==> config.mk <==
export PLATFORM = sky130hd
export DESIGN_NAME = rv_alu_flat
export DESIGN_NICKNAME = d
export VERILOG_FILES = /design/src/rtl/rv_alu_if.sv /design/src/rtl/rv_alu.sv /design/src/flat_wrapper.sv
export SDC_FILE = /design/constraint.sdc
export NUM_CORES = 1
export LEC_CHECK = 0
export CAP_MARGIN = 5
export CORE_UTILIZATION = 38
export CTS_CLUSTER_DIAMETER = 200
export DETAILED_ROUTE_END_ITERATION = 6
export HOLD_SLACK_MARGIN = 0.06
export PLACE_DENSITY_LB_ADDON = 0.3
export SLEW_MARGIN = 30
export SYNTH_ARGS = -nofsm -noshare
export SYNTH_HDL_FRONTEND = slang
export SYNTH_SLANG_ARGS = --single-unit
==> constraint.sdc <==
create_clock -name clk -period 6 [get_ports clk]
set_input_delay 1.2 -clock clk [delete_from_list [all_inputs] [get_ports clk]]
set_output_delay 1.2 -clock clk [all_outputs]
set_load 0.005 [all_outputs]
==> src/rtl/rv_alu_if.sv <==
// Operand/result bundle between the execute stage and the RV32I ALU.
// The master drives operands and opcode; the slave (ALU) returns results.
interface rv_alu_if #(
    parameter int DWIDTH = 32,
    parameter int OPW    = 4
);
    logic [DWIDTH-1:0] a;
    logic [DWIDTH-1:0] b;
    logic [OPW-1:0]    alu_op;
    logic              in_valid;
    logic [DWIDTH-1:0] y;
    logic              zero;
    logic [DWIDTH-1:0] y_q;
    logic              zero_q;
    logic              out_valid;

    modport master (
        output a, b, alu_op, in_valid,
        input  y, zero, y_q, zero_q, out_valid
    );

    modport slave (
        input  a, b, alu_op, in_valid,
        output y, zero, y_q, zero_q, out_valid
    );
endinterface

==> src/rtl/rv_alu.sv <==
// RV32I integer ALU: same-cycle result y/zero plus a one-cycle
// registered copy for pipelined consumers.
module rv_alu #(
    parameter int DWIDTH = 32,
    parameter int OPW    = 4
) (
    input logic    clk,
    input logic    rst_n,
    rv_alu_if.slave bus
);
    localparam int SHW = $clog2(DWIDTH);

    localparam logic [OPW-1:0] OP_ADD  = OPW'(0);
    localparam logic [OPW-1:0] OP_SUB  = OPW'(1);
    localparam logic [OPW-1:0] OP_AND  = OPW'(2);
    localparam logic [OPW-1:0] OP_OR   = OPW'(3);
    localparam logic [OPW-1:0] OP_XOR  = OPW'(4);
    localparam logic [OPW-1:0] OP_SLL  = OPW'(5);
    localparam logic [OPW-1:0] OP_SRL  = OPW'(6);
    localparam logic [OPW-1:0] OP_SRA  = OPW'(7);
    localparam logic [OPW-1:0] OP_SLT  = OPW'(8);
    localparam logic [OPW-1:0] OP_SLTU = OPW'(9);
    localparam logic [OPW-1:0] OP_A    = OPW'(10);
    localparam logic [OPW-1:0] OP_B    = OPW'(11);

    logic [DWIDTH-1:0] a;
    logic [DWIDTH-1:0] b;
    logic [SHW-1:0]    sh;
    logic [DWIDTH-1:0] res;
    logic              res_zero;
    logic              lt_s;
    logic              lt_u;

    assign a  = bus.a;
    assign b  = bus.b;
    // Only the low log2(DWIDTH) bits of b select the shift distance.
    assign sh = b[SHW-1:0];

    assign lt_s = $signed(a) < $signed(b);
    assign lt_u = a < b;

    always_comb begin
        res = '0;
        case (bus.alu_op)
            OP_ADD:  res = a + b;
            OP_SUB:  res = a - b;
            OP_AND:  res = a & b;
            OP_OR:   res = a | b;
            OP_XOR:  res = a ^ b;
            OP_SLL:  res = a << sh;
            OP_SRL:  res = a >> sh;
            OP_SRA:  res = DWIDTH'($signed(a) >>> sh);
            OP_SLT:  res = {{(DWIDTH-1){1'b0}}, lt_s};
            OP_SLTU: res = {{(DWIDTH-1){1'b0}}, lt_u};
            OP_A:    res = a;
            OP_B:    res = b;
            default: res = '0;
        endcase
    end

    assign res_zero = (res == '0);
    assign bus.y    = res;
    assign bus.zero = res_zero;

    always_ff @(posedge clk or negedge rst_n) begin
        if (!rst_n) begin
            bus.out_valid <= 1'b0;
        end else begin
            bus.out_valid <= bus.in_valid;
        end
    end

    // Result registers hold their last captured value while in_valid is low.
    always_ff @(posedge clk or negedge rst_n) begin
        if (!rst_n) begin
            bus.y_q    <= '0;
            bus.zero_q <= 1'b0;
        end else if (bus.in_valid) begin
            bus.y_q    <= res;
            bus.zero_q <= res_zero;
        end
    end
endmodule

==> src/flat_wrapper.sv <==
// flat-port wrapper written by rule: the top's interface ports become plain ports
module rv_alu_flat 
#(
    parameter int DWIDTH = 32,
    parameter int OPW    = 4
)
  (clk, rst_n, bus_a, bus_b, bus_alu_op, bus_in_valid, bus_y, bus_zero, bus_y_q, bus_zero_q, bus_out_valid);
  rv_alu_if #(.DWIDTH(DWIDTH), .OPW(OPW)) bus_i ();
  input logic clk;
  input logic rst_n;
  input wire logic [$bits(bus_i.a)-1:0] bus_a;
  input wire logic [$bits(bus_i.b)-1:0] bus_b;
  input wire logic [$bits(bus_i.alu_op)-1:0] bus_alu_op;
  input wire logic [$bits(bus_i.in_valid)-1:0] bus_in_valid;
  output wire logic [$bits(bus_i.y)-1:0] bus_y;
  output wire logic [$bits(bus_i.zero)-1:0] bus_zero;
  output wire logic [$bits(bus_i.y_q)-1:0] bus_y_q;
  output wire logic [$bits(bus_i.zero_q)-1:0] bus_zero_q;
  output wire logic [$bits(bus_i.out_valid)-1:0] bus_out_valid;
  assign bus_i.a = bus_a;
  assign bus_i.b = bus_b;
  assign bus_i.alu_op = bus_alu_op;
  assign bus_i.in_valid = bus_in_valid;
  assign bus_y = bus_i.y;
  assign bus_zero = bus_i.zero;
  assign bus_y_q = bus_i.y_q;
  assign bus_zero_q = bus_i.zero_q;
  assign bus_out_valid = bus_i.out_valid;
  rv_alu #(.DWIDTH(DWIDTH), .OPW(OPW)) u_core (.clk(clk), .rst_n(rst_n), .bus(bus_i));
endmodule
==> impl_metrics.tcl <==
set metrics [dict create \
    synthesis.area_sq_um 11900 \
    tritoncts.num_buffers 5 \
    post_synth_and_or_nand_nor_area_fraction_pct 21.9 \
    synth_compound_area_share_pct 31.5 \
    yosysSeqAreaShare_pct 7.15 \
    finalWirelength_mm 73.3 \
    yosysUniqueCellTypes 108 \
    route.vias.total 17200 \
    clockPowerShare_pct 9.9 \
    grt_pass1_vias 16600 \
    final-instance-count-excl-fill 2752 \
    power.sequential.fraction_pct 11.3 \
    global_placer_s_final_weighted_congestion 1.07 \
    final-max-slew-violation-count 0 \
    initial_cell_density_of_the_core_pct 38.8 \
    synth.net_count 1761 \
    placementRows 64 \
    drive_above_1_share_pct 42.7 \
    power_density_nw_per_um2 128 \
    antenna_found_initial 2 \
    fp.dieArea_sq_um 32000 \
    synth-edff-count 0 \
    clk_path_buf_depth 2 \
    core_area_sq_um 30700 \
    maxCapViolCount 0 \
    first_iter_violations 2118 \
    htree_levels 2 \
    synth_adder_area_share_pct 10.7 \
    synthXorXnorAreaFrac_pct 1.03 \
    port-buffer-count 137 \
    fill_cells 2655 \
    cts_root_buffer "clkbuf_16" \
    period_needed_ns 6.18 \
    grt_util_all_layers_pct 44.9 \
    regToRegStartpoint "u_core.bus.zero_q" \
    asyncSetResetFlopFracSynth_pct 100 \
    worst_slew_margin_rel_pct 30.0 \
    run_status "complete, but fails checks" \
    worstRegToRegCells 2 \
    pin_count 138 \
    route.detailed.wl_per_inst_um 26.6 \
    overflow 0 \
    critical_path_peak_fanout 8 \
    multi_input_comb_area_sq_um 10700 \
    detail_route.drc_violations 0 \
    synth.area.mux_share_pct 18.1 \
    layout_worst_path_cycle_share_pct 103 \
    regToRegSetupSlack_ns 5.16 \
    die_h_um 179 \
    detailedRoute.firstPassIterationCount 5 \
    clock_insertion_delay_worst_skew_ns 0.28 \
    internal_power_mw 1.42 \
    synth-warning-count 0 \
    netlist_top_cells_count "nor2_1, a21oi_1, inv_1, nand2_1, ha_1" \
    detail_route.vias_per_cell 6.26 \
    global_route_wire_length_before_repair_mm 105 \
    hold_depth 1 \
    route.antenna.remaining_nets 0 \
    worst_path_setup_slack_after_routing_ns -0.176 \
    dominantRegCellSynth "dfrtp_1" \
    worst_ep_arrival_time_ns 4.98 \
    end_kind "output pin" \
    timing.critical_path.required_ns 4.80 \
    cp_slowest_stage_delay_ns 0.58 \
    worstHoldEndpoint "u_core.bus.y_q[31]" \
    worstHoldPathType "flop to flop" \
    die-width_um 179 \
    yosys.area.top_type "ha_1" \
    main_combinational_cell_family_by_area_after_synthesis "compound AO/OA/AOI/OAI gates" \
    place.detailed.hpwl_mm 60.5 \
    unrepaired_setup_endpoints_after_global_routing "yes" \
    postSynthRegisterBits 34 \
    critical_path.cell_chain "clkdlybuf4s50_1 -> inv_1 -> ha_4 -> buf_4 -> inv_1 -> a21oi_1 -> o31ai_1 -> a22oi_2 -> buf_4 -> a31oi_1 -> o21ai_1 -> o31a_1 -> o22ai_2 -> or4_4 -> nor4_4 -> and3_1 -> buf_2" \
    timing_worst_setup_path_type "input pin to output pin" \
    grt_start_max_net_pins 50 \
    tritoncts_num_sinks 34 \
    synth.area.top_cells "ha_1, dfrtp_1, mux4_2" \
    synth_top_area_share_pct 10.4 \
    nNetsFinal 2527 \
    power.net_switching_mw 1.14 \
    failed_checks "setup timing" \
    timing.critical_path.slowest_stage_cell "clkdlybuf4s50_1" \
    holdCritStartpoint "u_core.bus.y_q[31]" \
    finalHoldViolCount 0 \
    maxClockFrequency_ghz 0.162 \
    area.sequential_sq_um 851 \
    area_growth_synth_to_finish_pct 68.2 \
    pwr-share-comb_pct 78.8 \
    placedCellCount 2699 \
    synth_area_per_cell_sq_um 7.49 \
    max_slew.worst_pin.slew_ns 1.04 \
    synthesis.instances 1589 \
    setup_viol_count_final 1 \
    hold_buffers 0 \
    finalHoldWorstSlack_ns 0.506 \
    startpoint_type "input pin" \
    cts_tree "done" \
    peakVddDrop_mv 0.114 \
    yosysMostFrequentCell "nor2_1" \
    rr_endpoint "u_core.bus.zero_q" \
    netSwitchingFraction_pct 44.5 \
    cts.clk_slew.worst_paths_ns 0.05 \
    worst_clock_skew_ns 0 \
    static_leakage_nw 9.24 \
]
-- power by group through the flow --
| stage | registers, mW | clock network, mW | logic, mW |
|---|---|---|---|
| 5_1_grt | 0.293 | 0.267 | 2.11 |
| 2_1_floorplan | 0.294 | 0 | 0.752 |
| 4_1_cts | 0.289 | 0.258 | 1.90 |
| 3_3_place_gp | 0.289 | 0 | 1.81 |
| 6_report | 0.288 | 0.254 | 2.02 |
| 3_5_place_dp | 0.292 | 0 | 1.82 |
-- area by class of cell --
cell class | count | area share (%)
repair buffers | 890 | 36.7
inverters | 118 | 2.23
diodes | 1 | 0.0125
multi-input cells | 1306 | 53.7
well taps | 396 | 2.47
clock buffers | 7 | 0.662
flip-flops and latches | 34 | 4.25
-- cell families (layout without fill, tap and decap cells) --
kind of cell               count (synthesis)  count (layout)
AOI/OAI and AO/OA                        531             531
and+or+nand+nor                          508             508
buffers and inverters                    249            1015
muxes                                    152             152
adders and majority gates                101             101
DFF                                       34              34
xor gates and xnor gates                  14              14
other                                      0               1
-- metrics by stage --
step	worst slack, ns	power, mW	TNS [ns]	area (sq um)	util (%)
after CTS	-0.199	2.45	-0.255	19500	63.5
final	-0.176	2.56	-0.176	20000	65.3
after global placement	-1.04	2.10	-4.83	18700	61.0
after global routing	-0.281	2.67	-0.394	20000	65.3
after detailed placement	-1.01	2.11	-5.28	18700	61.0
after floorplan	0.0368	1.05	0	11900	-
-- metal layers --
layer / up-vias / wire [um] / track usage (%)
li1: 7623 / - / -
met1: 8261 / 29200 / 59.1
met2: 1136 / 31200 / 67.6
met3: 211 / 8270 / 10.5
met4: 2 / 4590 / 23.7
met5: - / 13 / 0
-- sequential cells by signal, summed over array words and instances, names as in the netlist --
| register | count |
|---|---|
| u_core.bus.zero_q | 1 |
| u_core.bus.y_q | 32 |
| u_core.bus.out_valid | 1 |
-- what timing repair did --
action,4_1_cts,5_1_grt
gates resized for setup,126,89
setup buffers,23,21
gates cloned,0,1
pin swaps,41,44
setup endpoints to repair,17,12
-- worst max-delay path by stage --
stage          startpoint        to  cells past startpoint
4_1_cts         bus_a[12]  bus_zero                     14
2_1_floorplan    bus_b[1]  bus_zero                     16
6_report        bus_b[15]  bus_zero                     17
3_3_place_gp     bus_a[0]  bus_zero                     18
3_5_place_dp     bus_a[0]  bus_zero                     18
5_1_grt          bus_b[0]  bus_zero                     19
-- worst max-delay path, delay by kind of cell --
family | cells | cell delay (ns)
buf+inv | 6 | 1.20
compound gates | 7 | 1.18
simple gates | 3 | 1.05
fa+ha+maj | 1 | 0.34
-- cell usage in the layout, fill, tap and decap left out, types with 18 or more instances in the layout --
cell / Yosys / final
a211oi_1: 23 / 18
a21oi_1: 124 / 113
a22oi_1: 28 / 27
a31oi_1: 24 / 22
buf_12: 0 / 25
buf_4: 8 / 716
clkdlybuf4s50_1: 0 / 93
dfrtp_1: 34 / 34
dlygate4sd2_1: 0 / 21
ha_1: 99 / 76
inv_1: 113 / 98
inv_2: 4 / 18
mux2_2: 41 / 39
mux2i_1: 65 / 64
mux4_2: 36 / 38
nand2_1: 107 / 104
nand3_1: 49 / 46
nand4_1: 28 / 28
nor2_1: 135 / 131
nor2b_1: 23 / 22
nor3_1: 42 / 36
o211ai_1: 29 / 29
o21ai_0: 62 / 57
o22ai_1: 25 / 23
o31ai_1: 21 / 18
No activity file was read; power rests on OpenSTA's default activity.
